[src/rtl/_arb_pkg.sv]
// Shared constants and FSM state type for the four-way register-bank arbiter.
package _arb_pkg;
  localparam int unsigned NREQ  = 4;
  localparam int unsigned DEPTH = 8;
  localparam int unsigned AW    = 3;
  localparam int unsigned DW    = 32;
  localparam int unsigned IW    = 2;

  typedef enum logic [1:0] {
    IDLE  = 2'd0,
    GRANT = 2'd1,
    RESP  = 2'd2
  } state_t;
endpackage

[src/rtl/_register32.sv]
// Plain 32-bit storage element; contents are intentionally not reset.
module _register32 (
  input  logic        clk,
  input  logic [31:0] d,
  output logic [31:0] q
);
  always_ff @(posedge clk) q <= d;
endmodule

[src/rtl/_register_arbiter4_rr_pick4.sv]
// Combinational round-robin picker: first set req bit at or after ptr, wrapping.
module _rr_pick4
  import _arb_pkg::*;
(
  input  logic [NREQ-1:0] req,
  input  logic [IW-1:0]   ptr,
  output logic            found,
  output logic [IW-1:0]   win
);
  logic [IW-1:0] idx;

  // Scan from the farthest offset down so the nearest requester wins last.
  always_comb begin
    found = 1'b0;
    win   = ptr;
    idx   = '0;
    for (int k = NREQ - 1; k >= 0; k--) begin
      idx = ptr + IW'(k);
      if (req[idx]) begin
        found = 1'b1;
        win   = idx;
      end
    end
  end
endmodule

[src/rtl/_register_arbiter4.sv]
// Round-robin arbiter serialising single read/write accesses from four
// requesters onto an 8 x 32-bit bank built from _register32 elements.
module _register_arbiter4
  import _arb_pkg::*;
(
  input  logic                clk,
  input  logic                reset,
  input  logic [NREQ-1:0]     req,
  input  logic [NREQ-1:0]     we,
  input  logic [NREQ*AW-1:0]  addr,
  input  logic [NREQ*DW-1:0]  wdata,
  output logic [NREQ-1:0]     gnt,
  output logic [DW-1:0]       rdata,
  output logic                rvalid,
  output logic [IW-1:0]       rid,
  output logic                busy
);
  state_t          state, state_n;
  logic [IW-1:0]   ptr;
  logic [IW-1:0]   win_q;
  logic            we_q;
  logic [AW-1:0]   addr_q;
  logic [DW-1:0]   wdata_q;
  logic            found;
  logic [IW-1:0]   win;
  logic            take;
  logic [NREQ-1:0] gnt_n;
  logic            rvalid_n;
  logic            wr_en_c;
  logic [DW-1:0]   bank_q [DEPTH];
  logic [DW-1:0]   bank_d [DEPTH];

  _rr_pick4 u_pick (
    .req   (req),
    .ptr   (ptr),
    .found (found),
    .win   (win)
  );

  // Next state and next registered outputs.
  always_comb begin
    state_n  = state;
    gnt_n    = '0;
    rvalid_n = 1'b0;
    take     = 1'b0;
    case (state)
      IDLE: begin
        if (found) begin
          state_n = GRANT;
          gnt_n   = NREQ'(1) << win;
          take    = 1'b1;
        end
      end
      GRANT: begin
        state_n  = we_q ? IDLE : RESP;
        rvalid_n = ~we_q;
      end
      RESP:    state_n = IDLE;
      default: state_n = IDLE;
    endcase
  end

  always_ff @(posedge clk) begin
    if (reset) begin
      state   <= IDLE;
      ptr     <= '0;
      gnt     <= '0;
      rvalid  <= 1'b0;
      rid     <= '0;
      rdata   <= '0;
      busy    <= 1'b0;
      win_q   <= '0;
      we_q    <= 1'b0;
      addr_q  <= '0;
      wdata_q <= '0;
    end else begin
      state  <= state_n;
      gnt    <= gnt_n;
      rvalid <= rvalid_n;
      busy   <= (state_n != IDLE);
      // Winner's request is frozen here; later input changes are ignored.
      if (take) begin
        ptr     <= win + IW'(1);
        win_q   <= win;
        we_q    <= we[win];
        addr_q  <= addr[int'(win)*AW +: AW];
        wdata_q <= wdata[int'(win)*DW +: DW];
      end
      if (rvalid_n) begin
        rid   <= win_q;
        rdata <= bank_q[addr_q];
      end
    end
  end

  // Reset gates the write so an interrupted GRANT leaves the bank untouched.
  assign wr_en_c = (state == GRANT) && we_q && !reset;

  for (genvar i = 0; i < DEPTH; i++) begin : g_bank
    assign bank_d[i] = (wr_en_c && (addr_q == AW'(i))) ? wdata_q : bank_q[i];
    _register32 u_reg (
      .clk (clk),
      .d   (bank_d[i]),
      .q   (bank_q[i])
    );
  end
endmodule
[config.mk]
export PLATFORM = sky130hd
export DESIGN_NAME = _register_arbiter4
export DESIGN_NICKNAME = d
export VERILOG_FILES = /design/src/rtl/_arb_pkg.sv /design/src/rtl/_register32.sv /design/src/rtl/_register_arbiter4_rr_pick4.sv /design/src/rtl/_register_arbiter4.sv
export SDC_FILE = /design/constraint.sdc
export NUM_CORES = 1
export LEC_CHECK = 0
export ABC_AREA = 1
export CAP_MARGIN = 10
export CORE_ASPECT_RATIO = 1.1
export CORE_MARGIN = 10
export CORE_UTILIZATION = 25
export DETAILED_ROUTE_END_ITERATION = 10
export GPL_ROUTABILITY_DRIVEN = 0
export PLACE_DENSITY_LB_ADDON = 0.25
export SYNTH_ARGS = -nofsm -noshare
export SYNTH_HDL_FRONTEND = slang
export SYNTH_HIERARCHICAL = 1
export SYNTH_SLANG_ARGS = --single-unit
[constraint.sdc]
create_clock -name clk -period 2.2 [get_ports clk]
set_input_delay 0.44 -clock clk [delete_from_list [all_inputs] [get_ports clk]]
set_output_delay 0.44 -clock clk [all_outputs]
set_load 0.03 [all_outputs]
; ---- Word level (Yosys, flattened, before mapping)
; Index checks and enable logic that the tools add are counted.
; W data, S select, Z words.
[totals]
ff_bits = 338
out_inout_bits = 40
word_cells = 87
[classes]
n_addsub = 4
multipliers = 1
magnitude_cmp = 6
eq_ne = 8
shifts = 3
n_mux = 27
bitwise_logic = 4
reduce_logical = 15
[ops]
columns = op, count
row1 = $shiftx A128 B8 Y32, 1
row2 = $bmux W32 S3, 1
row3 = $mux W32, 2
row4 = $lt A2 B3 Y1 const B, 5
row5 = $eq A3 B3 Y1 const B, 4
row6 = $mux W1, 12
row7 = $mux W2, 6
row8 = $shiftx A12 B5 Y3, 1
row9 = $bmux W1 S2, 5
row10 = $logic_and A1 B1 Y1, 10
row11 = $eq A3 B2 Y1 const B, 2
row12 = $add A2 B1 Y2 const B, 2
row13 = $add A2 B2 Y2 const B, 2
row14 = $ge A4 B4 Y1 const B, 1
row15 = $mul A2 B2 Y4 const B, 1
row16 = $not A3 Y4, 1
row17 = $pmux W2 S2, 1
row18 = $shl A1 B2 Y4 const A, 1
row19 = $eq A3 B1 Y1 const B, 1
row20 = $logic_not A3 Y1, 1
row21 = $not A1 Y1, 3
row22 = $reduce_or A3 Y1, 1
row23 = $eq A2 B1 Y1 const B, 1
row24 = $logic_not A2 Y1, 1
row25 = other kinds (2), 2

; ---- Logic depth before layout (Yosys ltp)
; Gate-level depths: netlist (run 1).
[depth]
ltp_word = 10
mapped_depth = 19

; ---- By module
; Netlist (run 1), hierarchy kept.
[modules_own_cells]
columns = mod, instances, cells_each, area_each_um2, seq_area_each_um2
row1 = _register_arbiter4, 1, 1860, 9375.2, 1641.6
row2 = _register32, 8, 32, 640.6, 640.6
row3 = _rr_pick4, 1, 53, 234.0, 0.0

; ---- Worst setup path after synthesis (run 1)
; Ideal clock, no wire load.
[synth_path]
path_kind = input to register
from = input req[1]
to = register addr_q[1]
setup_ns = 0.115
arrival_ns = 1.819
required_time_ns = 2.085
path_slack_ns = 0.265
cell_stages = 18
n_path_buf = 2
path_cell_list = inv_1 nand2_1 nand3_1 nand2_1 inv_1 nand2_1 nand2_1 nand2_1 nand2_1 nand2_1 buf_2 buf_2 nor2_1 nor2_1 o21ai_0 o21ai_0 o21ai_0 inv_1
[synth_via]
elab_chain_len = 8
elab_cells_between_ends = 20
[synth_lines]
columns = element, line
row1 = from (decl), _register_arbiter4.sv:8  ; input logic [NREQ-1:0] req,
row2 = $bmux W1 S2, _register_arbiter4_rr_pick4.sv:19  ; if (req[idx]) begin
row3 = $mux W1 (implied by the code), _register_arbiter4_rr_pick4.sv:19
row4 = $mux W2 (3 in series), _register_arbiter4_rr_pick4.sv:19
row5 = $mux W2 (*), _register_arbiter4_rr_pick4.sv:19
row6 = named net win[0], _register_arbiter4.sv:25  ; logic [IW-1:0] win;
row7 = $mul A2 B2 Y4 (*), _register_arbiter4.sv:86  ; addr_q <= addr[int'(win)*AW +: AW];
row8 = $shiftx A12 B5 Y3 (*), _register_arbiter4.sv:86
row9 = to (signal assigned), _register_arbiter4.sv:86
row10 = to (decl), _register_arbiter4.sv:22  ; logic [AW-1:0] addr_q;
; The timed path passes the listed nets; every way through them passes the cells marked *. The select of a mux whose other input is x is not followed.
; A chain may end at the register's enable or synchronous reset.

; ---- Final worst setup path (run 1)
[layout_path]
from = register ptr[0]
to = register wdata_q[26]
[layout_via]
elab_cells_between_ends = 22
[layout_rtl]
columns = element, line
row1 = from (decl), _register_arbiter4.sv:19  ; logic [IW-1:0] ptr;
row2 = from (signal assigned), _register_arbiter4.sv:83  ; ptr <= win + IW'(1);
row3 = $add A2 B2 Y2, _register_arbiter4_rr_pick4.sv:18  ; idx = ptr + IW'(k);
row4 = $bmux W1 S2, _register_arbiter4_rr_pick4.sv:19
row5 = $mux W1 (implied by the code), _register_arbiter4_rr_pick4.sv:19
row6 = $mux W2 (3 in series), _register_arbiter4_rr_pick4.sv:19
row7 = $mux W2 (*), _register_arbiter4_rr_pick4.sv:19
row8 = named net win[0], _register_arbiter4.sv:25
row9 = $shiftx A128 B8 Y32 (*), _register_arbiter4.sv:87  ; wdata_q <= wdata[int'(win)*DW +: DW];
row10 = to (signal assigned), _register_arbiter4.sv:87
row11 = to (decl), _register_arbiter4.sv:23  ; logic [DW-1:0] wdata_q;
; Marks and branches as above.

==> results of run 1 <==
==> cell usage after synthesis <==
master and number:
inv_2 5, a21boi_1 1, dfxtp_1 338, o21ai_1 58
nand3_1 95, nand3_4 2, o21ai_0 348, nand2_1 794
nor3_1 4, inv_1 139, o21bai_1 1, buf_6 7
a21oi_1 74, clkbuf_2 1, buf_1 16, o21ai_2 28
buf_2 46, nor2_4 1, clkbuf_1 69, buf_4 7
nor3_4 1, nand2_2 6, nand3_2 2, nor2_2 1
inv_4 3, nor2_1 122
==> worst max-delay path by stage <==
stage / start / end / slack (ns) / cells after the start
after floorplan: req[1] / addr_q[1] / 0.27 / 18
after global placement: req[1] / wdata_q[18] / -0.35 / 17
after detailed placement: req[1] / wdata_q[1] / -0.41 / 17
after CTS: ptr[0] / wdata_q[26] / 0.05 / 18
after global routing: ptr[0] / wdata_q[26] / -0.10 / 18
final: ptr[0] / wdata_q[26] / 0.05 / 18
==> metal layers <==
metal	global-route usage [%]	vias up	share of wire, %
li1	-	7214	-
met1	17.6	6285	48
met2	20.1	311	45
met3	2.91	58	5.7
met4	3.49	2	1.9
met5	0	-	0.026
==> power breakdown <==
group | internal (mW) | switching [mW] | total, mW
clock network | 3.56 | 2.39 | 5.95
registers | 7.89 | 0.908 | 8.80
logic | 4.65 | 7.36 | 12.0
total | 16.1 | 10.7 | 26.8
==> area by class of cell <==
class / count / area [um2] / share of cell area, %
Clock buffer: 55 / 1030 / 5.40
Tap cell: 760 / 951 / 4.98
Sequential cell: 338 / 6770 / 35.5
Inverter: 147 / 569 / 2.98
Clock inverter: 6 / 109 / 0.570
Multi-Input combinational cell: 1539 / 6850 / 35.9
Timing Repair Buffer: 264 / 2810 / 14.7
==> registers in the layout (all words and copies together), names as in the netlist <==
name            flops
addr_q              3
busy                1
g_bank.u_reg/q    256
gnt                 4
ptr                 2
rdata              32
rid                 2
rvalid              1
state               2
wdata_q            32
we_q                1
win_q               2
==> worst reg2reg max path: cells and delay by family (launching register included) <==
kind                   cells  cell delay [ns]
and+or+nand+nor            9             0.84
AOI/OAI and AO/OA          2             0.20
buffers and inverters      7             0.66
DFF                        1             0.34
==> per-stage QoR <==
stage / setup TNS [ns] / setup slack [ns] / std cells / instance area, um2 / total power [mW]
floorplan: 0 / 0.265 / 2169 / 14700 / 15.7
global placement: -11.34 / -0.354 / 3032 / 17600 / 19.6
detailed placement: -13.64 / -0.408 / 3032 / 17600 / 19.7
CTS: 0 / 0.0464 / 3093 / 18700 / 25.8
global route: -2.11 / -0.103 / 3109 / 19100 / 28.8
finish: 0 / 0.0501 / 3109 / 19100 / 26.8
==> logic make-up (layout without fill, tap and decap cells) <==
kind of cell | Yosys count | in the layout
flops | 338 | 338
compound gates | 510 | 510
buf+inv | 293 | 472
simple gates | 1028 | 1029
==> repair_timing <==
| action | CTS | global route |
|---|---|---|
| resized for setup | 0 | 95 |
| setup endpoints to repair | 0 | 38 |
| buffers inserted | 0 | 10 |
==> results.toml, run 1 <==
[status]
outcome = "finished, final reports clean"

[clocking]
clk_pin_slew_ns = 0.06
cts_tree = "done"
cts-hold-fix-buffers = 0
cts.sinks = 338
numCtsBuffers = 34
clk_path_buf_depth = 3
cts-root-buf = "clkbuf_16"
htreeDepth = 2
clock_latency_ns = 0.53

[min_path]
hold_depth = 4
worstHoldStart = "reset"
hold-path-endpoint = "we_q"
min_path_type = "primary input to flip-flop"

[final_layout]
final_util_pct = 32.7
nNetsFinal = 2474
final_cell_mix = "nand2_1, dfxtp_1, o21ai_0, clkdlybuf4s50_1, inv_1"
layout-drive-gt1-share_pct = 8.64
area_delta_synth_final_pct = 29.6
n_antenna_cell = 0
final_common_cell = "nand2_1"
fillers = 6264

[sta]
min_period_over_period_pct = 97.7
setup_violations = 0
slew_viol_final = 0
fmax_mhz = 465
worst_pin_slew_ns = 0.531
period_needed_ns = 2.15
rsz0062_at_grt = "true"
hold_slack_ns = 0.308
final_hold_viol_count = 0
maxSlewHeadroom_pct = 64.6
fin_skew_ns = 0.0225

[synth]
synth_xor_area_share_pct = 0
synth_top_family_by_area = "simple AND/OR/NAND/NOR gates"
muxShareOfSynthArea_pct = 0
synth_top_area_share_pct = 45.9
yosysWarningCount = 6
synth_cells = 2169
syn_area_um2 = 14700
yosys.area_share.adder_pct = 0
synthesis.nets = 2319
ys_types = 26
yosys-top-cells-area = "dfxtp_1, nand2_1, o21ai_0"
seq_area_frac_synth_pct = 45.9
synth-simple-area-share_pct = 27.6
yosys_register_bits = 338
synth_compound_area_share_pct = 18.1
syn_area_per_cell_um2 = 6.79
synth_area_leader_cell = "dfxtp_1"

[power]
p_per_area_nw_per_um2 = 1400
cellLeakagePower_nw = 8.04
vdd_drop_max_v = 0.000576

[worst_setup_path]
max_stage_delay_ns = 0.34
worstReg2RegStart = "ptr[0]"
path_max_fanout = 16
path_buf_inv = 7
crit_required_ns = 2.60
crit_family = "simple AND/OR/NAND/NOR gates"
rr_endpoint = "wdata_q[26]"
crit_top_cell = "nand2_2"
critPathArrivalTime_ns = 2.55
cp-end-kind = "flip-flop"
cpMaxStageDelayCell = "dfxtp_2"
criticalPathCategory = "flip-flop to flip-flop"
rrSetupSlack_ns = 0.05
worstPathCellList = "buf_12 > inv_8 > nand2_1 > nand3_2 > nand2_2 > inv_1 > nand2_1 > nand2_2 > nand2_2 > nand2_4 > nand2_8 > inv_6 > buf_12 > buf_4 > nor2_1 > o21ai_1 > o21ai_1 > inv_1"
cp-start-kind = "flip-flop"
reg2reg_depth = 18

[route]
drt-initial-drc-count = 987
wl_per_cell_um = 15.1
routed_via_density = 4.46
drc = 0
wl_mm = 46.9
dr.pass1.iters = 5
dr_total_vias = 13870
final_antenna_net_count = 0

[grt]
grt_usage_pct = 12.9
grt.overflow.total = 0
grt_pass1_wl_mm = 72.4
antenna_found_initial = 1
grt_pass1_vias = 12794
grt_max_degree = 64

[place]
portBuffers = 189
hpwl_mm = 31.5

[floorplan]
die_h_um = 275
io_pins = 190
die_w_um = 251
die-area_um2 = 69100
num_rows = 93
core_area_um2 = 58400
start_util_pct = 25.2

[job]
max_cap_viol_count = 0
Power figures use the tool's default switching activity.
==> run 2: changes to the inputs <==
- CORE_UTILIZATION: 25 -> 55
==> run 2 against run 1 <==
  * Sequential power increased by 1%
  * Clock skew is 0.0094 ns lower
  * Count of clock-buffer cells in the layout is 1 lower
  * Cell area shrank 3.6%
  * Critical path depth decreased by 3
  * Total power decreased by 2.3%
  * Register-to-register slack about the same
  * Sequential cell count did not move
  * Largest cell class unchanged
==> results.toml, run 2 (synthesis gave the netlist of run 1 again) <==
[power]
clockPowerShare_pct = 21.9
pwr-share-comb_pct = 44.1
p_switching_mw = 10.5
p_per_area_nw_per_um2 = 1420
seqPwrFrac_pct = 34.0
cellLeakagePower_nw = 7.95
p_int_mw = 15.7
vdd_drop_max_v = 0.000908
swShare_pct = 40.1
p_total_mw = 26.1

[final_layout]
layout-drive-gt1-share_pct = 8.25
area_delta_synth_final_pct = 25.0
final_util_pct = 70.2
fillers = 2241
nNetsFinal = 2468
largest_reg_flops = 256
multi_input_area_um2 = 6820
final_cell_mix = "nand2_1, dfxtp_1, o21ai_0, clkdlybuf4s50_1, inv_1"
n_antenna_cell = 0
regArea_um2 = 6780
regMostFlops = "g_bank.u_reg/q"
top_regs = "g_bank.u_reg/q x256, rdata x32, wdata_q x32"
finalNonFillerCells = 2691
final_common_cell = "nand2_1"

[sta]
maxSlewHeadroom_pct = 67.1
worst_pin_slew_ns = 0.494
min_period_over_period_pct = 97.3
setup_violations = 0
period_needed_ns = 2.14
final_hold_viol_count = 0
fmax_mhz = 467
fin_skew_ns = 0.0131
slew_viol_final = 0

[clocking]
htreeDepth = 2
clock_latency_ns = 0.51
cts-root-buf = "clkbuf_16"
cts.sinks = 338
clk_path_buf_depth = 3
cts_tree = "done"
clk_pin_slew_ns = 0.06
numCtsBuffers = 34

[grt]
grt_pass1_wl_mm = 69.0
grt_pass1_vias = 13581
grt.overflow.total = 0
antenna_found_initial = 1
grt_max_degree = 67
grt_usage_pct = 24.8

[worst_setup_path]
criticalPathCategory = "flip-flop to flip-flop"
critPathArrivalTime_ns = 2.54
cp-end-kind = "flip-flop"
path_max_fanout = 16
cp-start-kind = "flip-flop"
crit_required_ns = 2.60

[route]
dr_total_vias = 14499
routed_via_density = 5.39
drc = 0
wl_mm = 43.9
drt-initial-drc-count = 1389
final_antenna_net_count = 0
dr.pass1.iters = 6
wl_per_cell_um = 16.3

[floorplan]
io_pins = 190
num_rows = 62
die-area_um2 = 33700
start_util_pct = 56.2
die_h_um = 192
die_w_um = 176
core_area_um2 = 26200

[place]
portBuffers = 189
placed_cells = 2625
hpwl_mm = 29.1

[status]
outcome = "finished, final reports clean"

[job]
max_cap_viol_count = 0

[min_path]
min_path_type = "primary input to flip-flop"
==> run 2: final timing paths <==
check / start / end / slack, ns / cells after the start
max: ptr[0] / wdata_q[2] / 0.06 / 15
min: reset / we_q / 0.32 / 4
max reg2reg: ptr[0] / wdata_q[2] / 0.06 / 15
min reg2reg: g_bank[5].u_reg/q[28] / g_bank[5].u_reg/q[28] / 0.46 / 2
==> run 2: layout make-up <==
type	instances	share of cell area [%]
timing repair buffer	259	14.7
tap	352	2.39
clock buffer	54	5.70
multi-input combinational	1538	37.0
inverter	147	3.13
sequential	338	36.8
clock inverter	3	0.279
==> run 2: layer usage <==
layer,wire [um],vias to the layer above,track usage [%]
met5,13,-,0
met4,1210,2,9.07
met3,4440,83,6.56
met2,19800,638,39.6
met1,18400,6585,31.6
li1,-,7191,-
==> run 2: power by group through the flow <==
stage	sequential (mW)	clock, mW	combinational, mW
floorplan	9.11	0	6.58
global placement	8.90	0	10.0
detailed placement	8.96	0	10.3
CTS	8.86	5.76	10.4
global route	9.08	6.00	12.7
finish	8.90	5.71	11.5
==> run 2: metrics by stage <==
stage | area (um2) | hold WS (ns) | worst slack [ns] | setup TNS, ns
final | 18400 | 0.322 | 0.0584 | 0
after global routing | 18400 | 0.331 | -0.0500 | -0.216
after CTS | 18100 | 0.304 | -0.00510 | -0.00510
after detailed placement | 17000 | 0.442 | -0.501 | -13.15
after global placement | 17000 | 0.434 | -0.406 | -10.68
after floorplan | 14700 | 0.428 | 0.265 | 0
==> run 2: critical path: stages (launching register included) <==
cell and delay (ns):
dfxtp_4 0.36, buf_12 0.12, clkinv_8 0.06, nand2_1 0.07, nand2_2 0.07, nand2_2 0.08
nand2_1 0.05, o21bai_1 0.19, a21boi_4 0.23, buf_12 0.16, clkbuf_16 0.17, nor2_1 0.06
o21ai_0 0.07, o21ai_1 0.10, o21ai_1 0.16, inv_1 0.07
==> run 2: timing repair <==
action | in CTS | in global routing
hold buffers | 0 | 0
gates cloned | 0 | 6
gates resized for setup | 3 | 82
pin swaps | 0 | 12
setup buffers | 0 | 4
setup endpoints to repair | 2 | 37
